`config.mk`:
```
export PLATFORM = sky130hd
export DESIGN_NAME = fetch_queue
export DESIGN_NICKNAME = d
export VERILOG_FILES = /design/src/rtl/fetch_queue.sv
export SDC_FILE = /design/constraint.sdc
export NUM_CORES = 1
export LEC_CHECK = 0
export ABC_CLOCK_PERIOD_IN_PS = 3790
export CAP_MARGIN = 20
export CORE_AREA = 2 2 240 242
export DETAILED_ROUTE_END_ITERATION = 6
export DIE_AREA = 0 0 242 244
export SLEW_MARGIN = 20
export SYNTH_ARGS = -nofsm -noshare
export SYNTH_HDL_FRONTEND = slang
export SYNTH_SLANG_ARGS = --single-unit
```
`constraint.sdc`:
```
create_clock -name clk -period 3.79 [get_ports clk]
set_input_delay 0.5685 -clock clk [delete_from_list [all_inputs] [get_ports clk]]
set_output_delay 0.5685 -clock clk [all_outputs]
set_load 0.03 [all_outputs]
```
`src/rtl/fetch_queue.sv`:
```
// rtl/fetch_queue.sv - instruction fetch stage with a DEPTH-entry prefetch FIFO
module fetch_queue #(
    parameter int unsigned WIDTH    = 32,
    parameter int unsigned BYTE     = 8,
    parameter int unsigned ROM_SIZE = 64,
    parameter int unsigned DEPTH    = 4,
    parameter int unsigned RESET_PC = 0
) (
    input  logic                         clk,
    input  logic                         rst,
    input  logic [BYTE-1:0]              rom [0:ROM_SIZE-1],
    input  logic                         redirect,
    input  logic [WIDTH-1:0]             redirect_target,
    input  logic                         out_ready,
    output logic                         out_valid,
    output logic [WIDTH-1:0]             out_pc,
    output logic [WIDTH-1:0]             out_instruction,
    output logic [$clog2(DEPTH+1)-1:0]   occupancy,
    output logic                         fetch_fault
);

    localparam int PTR_W = $clog2(DEPTH);
    localparam int OCC_W = $clog2(DEPTH+1);

    logic [WIDTH-1:0] pc_q, pc_d;
    logic             fault_q, fault_d;
    logic [PTR_W-1:0] head_q, head_d;
    logic [PTR_W-1:0] tail_q, tail_d;
    logic [OCC_W-1:0] occ_q, occ_d;
    logic [WIDTH-1:0] mem_pc_q  [DEPTH];
    logic [WIDTH-1:0] mem_ins_q [DEPTH];

    logic [WIDTH-1:0] word;
    logic [WIDTH-1:0] idx;
    logic             in_range;
    logic             pop;
    logic             push;

    // The low target bits are forced to zero, so they are intentionally unused.
    logic unused_target_bits;
    assign unused_target_bits = ^redirect_target[1:0];

    // Big-endian word read: rom[pc] lands in the MSB byte; the index wraps at WIDTH bits.
    always_comb begin
        word = '0;
        idx  = '0;
        for (int b = 0; b < 4; b++) begin
            idx = pc_q + WIDTH'(b);
            for (int i = 0; i < int'(ROM_SIZE); i++) begin
                if (idx == WIDTH'(i)) begin
                    word[(3-b)*BYTE +: BYTE] = rom[i];
                end
            end
        end
    end

    // Range check is done one bit wider so pc + 3 cannot wrap back into range.
    assign in_range = ({1'b0, pc_q} + (WIDTH+1)'(3)) < (WIDTH+1)'(ROM_SIZE);

    assign out_valid       = (occ_q != '0);
    assign out_pc          = out_valid ? mem_pc_q[head_q]  : '0;
    assign out_instruction = out_valid ? mem_ins_q[head_q] : '0;
    assign occupancy       = occ_q;
    assign fetch_fault     = fault_q;

    assign pop  = out_valid && out_ready;
    assign push = !redirect && !fault_q && in_range && ((occ_q < OCC_W'(DEPTH)) || pop);

    // Next-state: redirect flushes and retargets; otherwise fetch, drain and fault tracking.
    always_comb begin
        pc_d    = pc_q;
        fault_d = fault_q;
        head_d  = head_q;
        tail_d  = tail_q;
        occ_d   = occ_q;
        if (redirect) begin
            pc_d    = {redirect_target[WIDTH-1:2], 2'b00};
            fault_d = 1'b0;
            head_d  = '0;
            tail_d  = '0;
            occ_d   = '0;
        end else begin
            if (!in_range) begin
                fault_d = 1'b1;
            end
            if (push) begin
                pc_d   = pc_q + WIDTH'(4);
                tail_d = tail_q + PTR_W'(1);
            end
            if (pop) begin
                head_d = head_q + PTR_W'(1);
            end
            if (push && !pop) begin
                occ_d = occ_q + OCC_W'(1);
            end else if (pop && !push) begin
                occ_d = occ_q - OCC_W'(1);
            end
        end
    end

    // Control state register; reset overrides redirect and everything else.
    always_ff @(posedge clk) begin
        if (rst) begin
            pc_q    <= WIDTH'(RESET_PC);
            fault_q <= 1'b0;
            head_q  <= '0;
            tail_q  <= '0;
            occ_q   <= '0;
        end else begin
            pc_q    <= pc_d;
            fault_q <= fault_d;
            head_q  <= head_d;
            tail_q  <= tail_d;
            occ_q   <= occ_d;
        end
    end

    // Entry storage: write {pc, word} at the tail on every accepted fetch.
    always_ff @(posedge clk) begin
        if (!rst && push) begin
            mem_pc_q[tail_q]  <= pc_q;
            mem_ins_q[tail_q] <= word;
        end
    end

endmodule

```
==> flow_summary_export.csv <==
group,metric,value,unit
final_layout,syn2layout_area_growth,55.72,%
placed_design,hpwl,73.55,mm
clock_tree,cts_max_path_buffers,3,
timing,period_needed,3679,ps
final_layout,multi_input_area,7342,µm²
detailed_routing,drt-total-wl,92.04,mm
placed_design,preCtsSetupSlack,-41.99,ps
timing,drv_slew,0,
setup_path,worstPathMaxFanout,16,
final_layout,finalInstanceArea,25010,µm²
setup_path,r2r-start,"pc_q[20]",
min_path,worstHoldPathType,"in -> reg",
yosys,yosysSeqAreaShare,51.36,%
yosys,ys_seq_elements,288,
yosys,ys_top_cells_by_area,"edfxtp_1 (46%), mux4_2 (8.7%), dfxtp_1 (5.0%)",
clock_tree,holdBufCountCts,0,
clock_tree,cts.clk_slew.worst_paths,70,ps
setup_path,cp-endpoint,"mem_ins_q[3][7]",
yosys,synth_area,16060,µm²
floorplan,core,56170,µm²
setup_path,reg2reg_depth,8,
timing,max-slew-margin-rel,40.15,%
yosys,netlist_instances,1402,
yosys,ys_async_sr_fraction,0,%
yosys,synth_cell_types,78,
clock_tree,clk_latency,560,ps
detailed_routing,postRouteAntennaNets,0,
setup_path,r2r_end,"mem_ins_q[3][7]",
timing,finalCritPeriodShare,97.08,%
grt,grt_pass1_wl,125.3,mm
timing,hold_viol,0,
final_layout,nets,2617,
setup_path,start_kind,"flop",
setup_path,crit_top_cell,"buf_4",
clock_tree,clock-sinks,288,
job,drv_cap,0,
timing,finClkSkew,12.96,ps
grt,grt_pass1_vias,16060,
placed_design,post_dp_cell_area,24040,µm²
yosys,synth_top_cell_area_share,46.37,%
yosys,synth_top_area_cell,"edfxtp_1",
final_layout,final_cell_mix,"clkdlybuf4s50_1 (611), edfxtp_1 (248), buf_4 (122)",
yosys,synth_warnings,0,
timing,setup_slack,110.6,ps
timing,fmax,271.8,MHz
final_layout,seqCellArea,8255,µm²
timing,finalSetupViolations,0,
final_layout,final_common_cell,"clkdlybuf4s50_1",
final_layout,drive_above_1_share,14.32,%
grt,grt-ovfl-total,0,
grt,grt_max_degree,41,
placed_design,port_buffers,612,
floorplan,die_h,244,µm
status,status,"complete, no violations",
floorplan,start_util,28.59,%
setup_path,crit_type,"reg -> reg",
power_and_ir_drop,power.leakage,8.114,nW
grt,grtUsageTotal,30.05,%
detailed_routing,drt_iter0_markers,1274,
floorplan,die_w,242,µm
detailed_routing,first_pass_iters,6,
yosys,syn_area_per_cell,11.46,µm²
floorplan,dieArea,59050,µm²
timing,tightest_slew,892.8,ps
detailed_routing,via_per_inst,5.590,
yosys,synth_top_flop_cell,"edfxtp_1",
yosys,synth-edff-count,248,
placed_design,finalWeightedCongestion,0.9715,
grt,antenna_found_initial,19,
timing,rsz0062_at_grt,"no",
setup_path,rrSetupSlack,110,ps
floorplan,ios,617,
power_and_ir_drop,power_density,287.9,nW/µm²
detailed_routing,drc,0,
setup_path,startpoint,"pc_q[20]",
setup_path,crit_required,4050,ps
setup_path,cp_cell_sequence,"or4_1 -> nor2_1 -> buf_4 -> nand4_1 -> buf_4 -> o221ai_1 -> a31o_2 -> a41oi_1",
setup_path,max_stage_delay,720,ps
setup_path,cp_slowest_cell,"or4_1",
floorplan,placementRows,87,
power_and_ir_drop,vdd_drop_max,0.3172,mV
clock_tree,cts_tree,"done",
setup_path,worstPathArrival,3940,ps
clock_tree,cts_max_level,1,
detailed_routing,num_vias,15940,
setup_path,worstSetupEndpointType,"flop",
clock_tree,cts_root_buf,"clkbuf_16",
detailed_routing,wl_per_cell,32.28,µm
clock_tree,numCtsBuffers,28,
final_layout,fill_cells,5438,
[cells by family after synthesis]
kind of cell	after synthesis	synth area share, %
simple gates	452	14.88
compound gates	404	17.96
flops	288	51.36
buf+inv	144	3.763
mux	95	10.76
fa+ha+maj	10	0.8258
xor+xnor	8	0.4363
other cells	1	0.02335
[synth_stat cells, types with 10 or more instances]
master    count
edfxtp_1    248
nor2_1      118
nand2_1      90
clkbuf_1     87
a21oi_1      78
and2_1       77
mux4_2       62
o21ai_0      61
nand3_1      47
dfxtp_1      40
a221oi_1     37
o22ai_1      36
mux2i_1      32
nand4_1      30
buf_2        27
nor3_1       24
o221ai_1     23
a221o_1      17
nor4_1       15
a211oi_1     13
inv_1        12
a222oi_1     11
buf_1        11
a21o_1       10
a22oi_1      10
a311oi_1     10
a31oi_1      10
[timing repair]
action / CTS / global route
setup buffers: 0 / 0
hold endpoints to repair: 0 / 0
resized for setup: 3 / 5
pin swaps: 0 / 0
endpoints found under the setup margin: 8 / 16
[worst min path at each step]
stage | from | endpoint | slack [ps] | cells past startpoint
2_1_floorplan | pc_q[28] | mem_pc_q[0][28] | 480 | 0
5_1_grt | redirect | pc_q[5] | 430 | 3
3_5_place_dp | pc_q[23] | mem_pc_q[3][23] | 520 | 0
3_3_place_gp | pc_q[23] | mem_pc_q[3][23] | 500 | 0
4_1_cts | redirect | pc_q[3] | 390 | 3
6_report | redirect | pc_q[3] | 400 | 3
[metrics by stage]
stage	utilization [%]	setup TNS (ps)	power, W	cells	hold slack, ps
after floorplan	-	0	0.003794	1403	481.5
after global placement	42.80	-585.8	0.004609	2785	499.6
after detailed placement	42.81	-283.6	0.004610	2785	519.2
after CTS	44.41	0	0.007249	2837	390.3
after global routing	44.51	0	0.007416	2847	429.4
final	44.52	0	0.007201	2851	404.7
[worst max-delay path: cells and delay by family, from the launching register on]
family                 cells  cell delay [ps]
buffers and inverters      2              620
flip-flops                 1              360
AND/OR/NAND/NOR            3             1230
AO/OA/AOI/OAI              3             1130
[layout make-up]
type                    instances  share of cell area (%)
well taps                     756                   3.782
inverters                      13                  0.1951
repair buffers                757                   29.98
diodes                         14                  0.1401
flip-flops and latches        288                   33.01
clock inverters                21                  0.6504
clock buffers                  31                   2.887
multi-input cells             971                   29.36
[routing by layer]
metal,global-route usage [%],wire [µm],up-vias,part of all wire (%)
met5,0,69,-,0.075
met4,11.07,3460,12,3.8
met3,5.718,6982,133,7.6
met2,49.47,43990,814,48
met1,39.40,37540,8028,41
li1,-,-,6949,-
[registers in the layout, summed over array words and instances, names as in the netlist, named ones only]
register and flops:
head_q 2, tail_q 2, mem_pc_q 120, mem_ins_q 128
fetch_fault 1, occupancy 3, pc_q 30
[report_power, final]
group	internal (W)	total, W	switching [W]
Combinational	0.000633	0.00109	0.000452
Sequential	0.00344	0.00348	0.0000355
Clock	0.00145	0.00264	0.00119
Total	0.00553	0.00720	0.00167
Power figures use the tool's default switching activity.
==> patch: new RTL, config.mk and constraints unchanged <==
Add an input register stage for `redirect_target`, without a reset; this delays it by one clock. The other inputs are not delayed to match.
--- a/src/rtl/fetch_queue.sv
+++ b/src/rtl/fetch_queue.sv
@@ -24,2 +24,8 @@
 
+    logic [WIDTH-1:0] redirect_target_q;
+
+    always_ff @(posedge clk) begin
+        redirect_target_q <= redirect_target;
+    end
+
     logic [WIDTH-1:0] pc_q, pc_d;
@@ -40,3 +46,3 @@
     logic unused_target_bits;
-    assign unused_target_bits = ^redirect_target[1:0];
+    assign unused_target_bits = ^redirect_target_q[1:0];
 
@@ -76,3 +82,3 @@
         if (redirect) begin
-            pc_d    = {redirect_target[WIDTH-1:2], 2'b00};
+            pc_d    = {redirect_target_q[WIDTH-1:2], 2'b00};
             fault_d = 1'b0;
Check against the original RTL: not equivalent (Yosys sat finds a counterexample within 4 cycles, from zero or initial values and one cycle with rst high).
==> patch against the original RTL <==
- worst setup slack better by 0.019 ns
- fmax increased by 0.51%
- sequential share of layout area grew 1.6 points
- hold slack improved by 0.060 ns
- synthesized area rose by 4.7%
- clock skew is 0.015 ns higher
- total power grew 15%
- design area rose by 2.2%
- count of clock-buffer cells in the layout increased by 10
- wire length is 0.37% higher
- sequential cell count increased by 30
- first-iteration DRC count rose by 20%
==> patch: results <==
[placement]
preCtsSetupSlack_ns = 0.103
gp_congestion = 1.02
hpwl_mm = 73.9
postPlaceCellArea_mm2 = 0.0244
place.port_buffers = 612

[clock_tree]
clk_latency_ns = 0.52
postCtsSetupBuffers = 0
clockBufferDepth = 3
clkTransAtPathRegs_ns = 0.06
cts_htree_levels = 2
cts_buffers = 34

[detailed_routing]
drt_first_iter_violations = 1530
wl_per_cell_um = 32.1
vias = 15900
drc = 0
firstDrtPassIters = 6

[timing]
setup_violations = 0
skew_ns = 0.0282
slew_headroom = 0.455

[setup_path]
cp_max_fo = 11
reg2reg_depth = 10
crit_family = "simple AND/OR/NAND/NOR gates"
critPathMaxStageDelay_ns = 0.60
cp_slowest_cell = "dfxtp_1"
cp.arrival_ns = 4.03

[cells_and_area]
drive_above_1_share = 0.129
fillers = 5371
reg_top3 = "mem_ins_q x128, mem_pc_q x120"
fin_nets = 2636

[global_route]
antenna_found_initial = 39
grt_usage = 0.301
grt_pass1_wl_mm = 124
grt_max_degree = 70

[pwr]
cellLeakagePower_uw = 0.00858
ir_worst_vdd_uv = 277
cellPowerDensity_mw_per_mm2 = 323

[synthesis]
netlist_top_cells_count = "edfxtp_1, nand2_1, a21oi_1, nor2_1, o21ai_0"
synth.area.top_cells = "edfxtp_1, dfxtp_1, mux4_2, a21oi_1, o21ai_0"
synth-async-reset-ratio = 0
ys_types = 79
ys_seq_area_frac = 0.526

[worst_hold_path]
hold_depth = 2
hp-class = "flip-flop to flip-flop"

[status]
outcome = "finished clean"
## patch: repair_timing
item                                    in CTS  in global routing
endpoints found under the setup margin       0                  8
hold buffers                                 0                  0
resized for setup                            0                  2
hold endpoints to repair                     0                  0
## patch: tightest hold or removal path: cells and delay by family (launching register included)
kind          cells  cell delay (ns)
flops             1             0.30
mux               1             0.06
simple gates      1             0.07
## patch: where the power goes
group / internal (uW) / total [uW] / switching, uW
clock: 1860 / 3220 / 1350
sequential: 3770 / 3820 / 44.7
combinational: 696 / 1230 / 531
total: 6330 / 8260 / 1930
## patch: cell type report
cell class              instances  area share
multi-input cells            1002       0.291
clock inverters                17     0.00700
well taps                     756      0.0370
inverters                      17     0.00250
repair buffers                705       0.277
clock buffers                  41      0.0367
flip-flops and latches        318       0.346
diodes                         22     0.00215
## patch: layer usage
metal | wire length [um] | vias to the layer above | GRT usage
li1 | - | 6995 | -
met1 | 37300 | 8005 | 0.391
met2 | 44900 | 747 | 0.506
met3 | 7800 | 114 | 0.0674
met4 | 2210 | 26 | 0.0815
met5 | 164 | - | 0
## patch: final timing paths
path | from | endpoint | slack (ns)
max | pc_q[2] | mem_ins_q[0][14] | 0.13
min | redirect_target_q[19] | pc_q[19] | 0.46
max reg2reg | pc_q[2] | mem_ins_q[0][14] | 0.13
min reg2reg | redirect_target_q[19] | pc_q[19] | 0.46
## patch: metrics by stage
stage | total power [uW] | std cells | hold slack (ns)
finish | 8260 | 2878 | 0.464
global route | 8520 | 2868 | 0.479
CTS | 8330 | 2856 | 0.460
detailed placement | 5100 | 2798 | 0.454
global placement | 5100 | 2798 | 0.444
floorplan | 4250 | 1462 | 0.436
## patch: cells by family after synthesis
| group | Yosys count | synth area share |
|---|---|---|
| other | 1 | 0.000223 |
| AO/OA/AOI/OAI | 449 | 0.183 |
| AND/OR/NAND/NOR | 441 | 0.141 |
| adder cells (fa/ha/maj) | 10 | 0.00789 |
| flip-flops | 318 | 0.526 |
| XOR/XNOR | 8 | 0.00417 |
| buffers and inverters | 142 | 0.0357 |
| multiplexers | 92 | 0.101 |
